<file path="src/rtl/beta_pkg.sv">
// Shared types and constants for the beta pipeline stage buffers.
package beta_pkg;

  typedef enum logic [1:0] {
    PB_EMPTY = 2'd0,
    PB_HALF  = 2'd1,
    PB_FULL  = 2'd2
  } pipe_buf_state_t;

  localparam logic [31:0] BETA_NOP = 32'h00000013;

  // Entry count held in each buffer state; the unused encoding counts as empty.
  function automatic logic [1:0] pb_occupancy(input pipe_buf_state_t st);
    logic [1:0] occ;
    case (st)
      PB_EMPTY: occ = 2'd0;
      PB_HALF:  occ = 2'd1;
      PB_FULL:  occ = 2'd2;
      default:  occ = 2'd0;
    endcase
    return occ;
  endfunction

endpackage

</file>
<file path="src/rtl/beta_pipe_slot.sv">
// Load-enabled {pc, data} register; resets to a NOP at PC 0.
module beta_pipe_slot
  import beta_pkg::*;
#(
  parameter int DataWidth = 32,
  parameter int AddrWidth = 32
) (
  input  logic                 clk_i,
  input  logic                 rstn_i,
  input  logic                 i_load,
  input  logic [AddrWidth-1:0] i_pc,
  input  logic [DataWidth-1:0] i_data,
  output logic [AddrWidth-1:0] o_pc,
  output logic [DataWidth-1:0] o_data
);

  logic [AddrWidth-1:0] r_pc;
  logic [DataWidth-1:0] r_data;

  // Slot storage: captured only when loaded.
  always_ff @(posedge clk_i) begin
    if (!rstn_i) begin
      r_pc   <= {AddrWidth{1'b0}};
      r_data <= DataWidth'(BETA_NOP);
    end else if (i_load) begin
      r_pc   <= i_pc;
      r_data <= i_data;
    end else begin
      r_pc   <= r_pc;
      r_data <= r_data;
    end
  end

  assign o_pc   = r_pc;
  assign o_data = r_data;

endmodule

</file>
<file path="src/rtl/beta_pipe_stage_buffer.sv">
// Two-entry elastic pipe register (head + skid) obeying pipeline stall/flush.
module beta_pipe_stage_buffer
  import beta_pkg::*;
#(
  parameter int DataWidth     = 32,
  parameter int AddrWidth     = 32,
  parameter int FlushCntWidth = 8
) (
  input  logic                     clk_i,
  input  logic                     rstn_i,
  input  logic                     up_valid_i,
  input  logic [AddrWidth-1:0]     up_pc_i,
  input  logic [DataWidth-1:0]     up_data_i,
  output logic                     up_ready_o,
  output logic                     dn_valid_o,
  output logic [AddrWidth-1:0]     dn_pc_o,
  output logic [DataWidth-1:0]     dn_data_o,
  input  logic                     dn_ready_i,
  input  logic                     pip_stall_i,
  input  logic                     pip_flush_i,
  output logic                     pip_busy_o,
  output logic [1:0]               pip_occupancy_o,
  output logic [FlushCntWidth-1:0] pip_flush_cnt_o
);

  pipe_buf_state_t          r_state;
  pipe_buf_state_t          w_state_nxt;
  logic [FlushCntWidth-1:0] r_flush_cnt;
  logic [FlushCntWidth:0]   w_flush_sum;
  logic [1:0]               w_occ;
  logic                     w_push;
  logic                     w_pop;
  logic                     w_head_load;
  logic                     w_skid_load;
  logic                     w_head_from_skid;
  logic [AddrWidth-1:0]     w_skid_pc;
  logic [DataWidth-1:0]     w_skid_data;
  logic [AddrWidth-1:0]     w_head_pc_in;
  logic [DataWidth-1:0]     w_head_data_in;

  // Ready depends only on state and control inputs, never on dn_ready_i.
  assign up_ready_o = ((r_state == PB_EMPTY) || (r_state == PB_HALF)) & ~pip_stall_i & ~pip_flush_i;
  assign dn_valid_o = (r_state == PB_HALF) || (r_state == PB_FULL);
  assign pip_busy_o = (r_state == PB_FULL);
  assign w_occ      = pb_occupancy(r_state);
  assign pip_occupancy_o = w_occ;
  assign pip_flush_cnt_o = r_flush_cnt;

  assign w_push = up_valid_i & up_ready_o;
  assign w_pop  = dn_valid_o & dn_ready_i & ~pip_stall_i & ~pip_flush_i;

  assign w_head_pc_in   = w_head_from_skid ? w_skid_pc   : up_pc_i;
  assign w_head_data_in = w_head_from_skid ? w_skid_data : up_data_i;

  assign w_flush_sum = {1'b0, r_flush_cnt} + (FlushCntWidth + 1)'(w_occ);

  // Next-state and slot load decode; flush overrides everything.
  always_comb begin
    w_state_nxt      = r_state;
    w_head_load      = 1'b0;
    w_skid_load      = 1'b0;
    w_head_from_skid = 1'b0;
    case (r_state)
      PB_EMPTY: begin
        if (w_push) begin
          w_head_load = 1'b1;
          w_state_nxt = PB_HALF;
        end else begin
          w_state_nxt = PB_EMPTY;
        end
      end
      PB_HALF: begin
        if (w_push && w_pop) begin
          w_head_load = 1'b1;
          w_state_nxt = PB_HALF;
        end else if (w_push) begin
          w_skid_load = 1'b1;
          w_state_nxt = PB_FULL;
        end else if (w_pop) begin
          w_state_nxt = PB_EMPTY;
        end else begin
          w_state_nxt = PB_HALF;
        end
      end
      PB_FULL: begin
        if (w_pop) begin
          w_head_load      = 1'b1;
          w_head_from_skid = 1'b1;
          w_state_nxt      = PB_HALF;
        end else begin
          w_state_nxt = PB_FULL;
        end
      end
      default: begin
        w_state_nxt = PB_EMPTY;
      end
    endcase
    if (pip_flush_i) begin
      w_state_nxt = PB_EMPTY;
      w_head_load = 1'b0;
      w_skid_load = 1'b0;
    end else begin
      w_state_nxt = w_state_nxt;
    end
  end

  // Buffer state register.
  always_ff @(posedge clk_i) begin
    if (!rstn_i) begin
      r_state <= PB_EMPTY;
    end else begin
      r_state <= w_state_nxt;
    end
  end

  // Saturating count of entries discarded by flushes.
  always_ff @(posedge clk_i) begin
    if (!rstn_i) begin
      r_flush_cnt <= {FlushCntWidth{1'b0}};
    end else if (pip_flush_i) begin
      r_flush_cnt <= w_flush_sum[FlushCntWidth] ? {FlushCntWidth{1'b1}} : w_flush_sum[FlushCntWidth-1:0];
    end else begin
      r_flush_cnt <= r_flush_cnt;
    end
  end

  beta_pipe_slot #(.DataWidth(DataWidth), .AddrWidth(AddrWidth)) u_head (
    .clk_i  (clk_i),
    .rstn_i (rstn_i),
    .i_load (w_head_load),
    .i_pc   (w_head_pc_in),
    .i_data (w_head_data_in),
    .o_pc   (dn_pc_o),
    .o_data (dn_data_o)
  );

  beta_pipe_slot #(.DataWidth(DataWidth), .AddrWidth(AddrWidth)) u_skid (
    .clk_i  (clk_i),
    .rstn_i (rstn_i),
    .i_load (w_skid_load),
    .i_pc   (up_pc_i),
    .i_data (up_data_i),
    .o_pc   (w_skid_pc),
    .o_data (w_skid_data)
  );

endmodule

</file>
<file path="config.mk">
export PLATFORM = sky130hd
export DESIGN_NAME = beta_pipe_stage_buffer
export DESIGN_NICKNAME = d
export VERILOG_FILES = /design/src/rtl/beta_pkg.sv /design/src/rtl/beta_pipe_slot.sv /design/src/rtl/beta_pipe_stage_buffer.sv
export SDC_FILE = /design/constraint.sdc
export NUM_CORES = 1
export LEC_CHECK = 0
export BUFFER_PORTS_ARGS = -buffer_cell sky130_fd_sc_hd__clkbuf_2
export CAP_MARGIN = 10
export CORE_MARGIN = 2
export CORE_UTILIZATION = 54
export DETAILED_ROUTE_END_ITERATION = 8
export PLACE_DENSITY = 0.8
export SLEW_MARGIN = 20
export SYNTH_ARGS = -nofsm -noshare
export SYNTH_HDL_FRONTEND = slang
export SYNTH_HIERARCHICAL = 1
export SYNTH_SLANG_ARGS = --single-unit
</file>
<file path="constraint.sdc">
create_clock -name clk_i -period 3 [get_ports clk_i]
set_clock_uncertainty 0.05 [all_clocks]
set_input_delay 0.9 -clock clk_i [delete_from_list [all_inputs] [get_ports clk_i]]
set_output_delay 0.9 -clock clk_i [all_outputs]
set_load 0.01 [all_outputs]
</file>
==> impl_metrics.ini <==
[logic_synthesis]
ys_warn_count = 6
synthMuxAreaShare = 0.342
synth_top_area_cell = dfxtp_1
synth_cell_type_count = 35
synth_edf_count = 0
syn_area_per_cell_sq_um = 11.7
synth-compound-area-share = 0.0164
syn_inst = 557
synth_xor_area_frac = 0
synthAdderAreaFrac = 0.0164
synthTopCellsByArea = dfxtp_1, mux2i_1, mux2_4
ys.flop_type = dfxtp_1
ys_seq_elements = 138
synth_top_family_by_area = multiplexers
ys_seq_area_frac = 0.422
synth_top_area_frac = 0.422
synthArstFlopShare = 0
synthSimpleGateAreaFrac = 0.146
synth_fp_nets = 635
syn-cell-area_sq_mm = 0.00654

[timing]
rsz0062_at_grt = no
final.period_utilization = 0.864
fin_crit_ps = 2590
setup-tns-final_ps = 0
setup_viol = 0
tightestPinTransition_ps = 427
maxSlewHeadroom = 0.715
final-max-slew-violation-count = 0
max_freq_mhz = 386
timing.hold.ws_ps = 426
fin_ws_ps = 408
hold_violations = 0

[clocking]
cts_buffers = 17
path_clk_slew_ps = 60
cts_buffer_depth = 2
ctsResizeCount = 0
root_buffer = clkbuf_16
htreeDepth = 4
cts.sinks = 138
clkLatencyLatePin_ps = 420
cts_setup_buffers = 0
cts_hold_buf = 0
tritoncts = built

[final_layout]
finalNonFillerCells = 854
area.growth.synth_to_final_pct = 20.6
drive_gt1_frac = 0.349
final_cell_area_sq_mm = 0.00789
n_antenna_cell = 0
nets = 772
utilization = 0.663

[die]
num_rows = 40
die_w_um = 114
start_util = 0.549
dieArea_sq_mm = 0.0130
chipHeight_um = 114
ios = 147
core_area_sq_mm = 0.0119

[worst_setup_path]
critPathSlowestCell = dfxtp_1
startpoint_type = register
crit_family = adder cells
max_stage_delay_ps = 370
path_cells = inv_1 > ha_1 > and4bb_1 > ha_1 > nand2_1 > a211oi_4 > buf_12 > mux2i_1 > nor2b_1
critPathCaptureType = register
crit_required_ps = 3250
crit_path_frequent_cell = ha_1
crit_arrival_ps = 2850
cp.buffers_inverters = 2
critical_path_class = register to register
ff2ff_setup_slack_ps = 410
worstPathMaxFanout = 37

[placement]
dp_hpwl_um = 8760
place_area_sq_mm = 0.00728
gp_congestion = 0.815
dpl_worst_slack_ps = 104
dp_cells = 822
port_buffers = 146

[route]
via_per_inst = 5.15
vias = 4396
ant_nets = 0
drc = 0
wl_per_cell_um = 15.3
drtIter0Drc = 181
detail_route.first_pass.iterations = 4
routed_wl_um = 13000

[power]
vdd_drop_max_v = 0.000384
power.internal_mw = 3.40
p_comb_frac = 0.064
power_frac_clock = 0.497
power.density_mw_per_mm2 = 540
netSwitchingFraction = 0.202
pwr-share-seq = 0.438
power_leakage_nw = 3.25
power_mw = 4.26
power.net_switching_mw = 0.859

[global_routing]
grt_pass1_wl_um = 21300
grt_max_degree = 130
grt_pass1_vias = 4475
grt_usage = 0.209
grt_overflow = 0
grt_antenna_before_repair = 0

[hold_path]
hold_path_class = register to register

[status]
outcome = completed

[flow_run]
drv_cap = 0
synth_stat cells (all sizes together), types with 2 or more instances:
library cell  number
dfxtp            138
mux2i            129
nor2b            122
mux2              64
buf               23
clkbuf            14
nand2             13
ha                 7
inv                7
a21oi              6
nor3               6
nor2               3
o21ai              3
or3                3
a211oi             2
a31oi              2
nand3              2
or4                2
registers in the layout (all words and copies together), names as in the netlist:
signal           cells
u_skid/o_pc         32
r_state              2
u_head/o_pc         32
u_skid/o_data       32
u_head/o_data       32
pip_flush_cnt_o      8
worst paths after layout:
kind,start,to,cells past startpoint
worst max-delay path,r_state[0],u_head/o_data[6],9
worst min-delay path,u_head/o_data[4],u_head/o_data[4],2
worst max register to register,r_state[0],u_head/o_data[6],9
worst min register to register,u_head/o_data[4],u_head/o_data[4],2
final cells by class:
cell class	instances	area, sq um
clock buffer	24	492
tap	147	184
fill	928	4020
sequential	138	2760
inverter	7	26.3
multi-input combinational	375	3430
timing repair buffer	155	886
clock inverter	8	115
cell families after synthesis:
family | Yosys count
AO/OA/AOI/OAI | 17
adder cells (fa/ha/maj) | 8
multiplexers | 193
buffers and inverters | 44
flip-flops | 138
AND/OR/NAND/NOR | 157
worst register-to-register path: stages (launching register included):
cell and delay, ps:
dfxtp_1 370, inv_1 80, ha_1 310, and4bb_1 360, ha_1 200, nand2_1 80
a211oi_4 350, buf_12 290, mux2i_1 300, nor2b_1 70
power by group through the flow:
| stage | Sequential [mW] | Clock, mW | Combinational [mW] |
|---|---|---|---|
| 2_1_floorplan | 1.91 | 0 | 0.165 |
| 4_1_cts | 1.87 | 2.16 | 0.276 |
| 6_report | 1.87 | 2.12 | 0.274 |
| 3_3_place_gp | 1.90 | 0 | 0.266 |
| 3_5_place_dp | 1.91 | 0 | 0.274 |
| 5_1_grt | 1.87 | 2.25 | 0.298 |
metal layers:
layer | part of all wire | GRT usage
met4 | 0.024 | 0.0976
met2 | 0.48 | 0.350
met5 | 0 | 0
met1 | 0.43 | 0.241
met3 | 0.060 | 0.0693
cell usage in the layout, fill, tap and decap left out, types with 2 or more instances in the layout:
cell	count
clkbuf_1	3
o21ai_0	3
a21oi_1	6
clkinv_2	5
mux2_1	4
mux2_4	60
bufinv_16	3
or3_1	3
nand2_1	12
nor2_1	3
or4_1	2
nor2b_1	122
buf_12	7
a31oi_1	2
buf_4	2
dfxtp_1	138
clkbuf_16	17
clkbuf_8	4
inv_1	7
mux2i_1	129
clkbuf_2	145
nand3_1	2
ha_1	7
nor3_1	5
No activity file was read; power rests on OpenSTA's default activity.
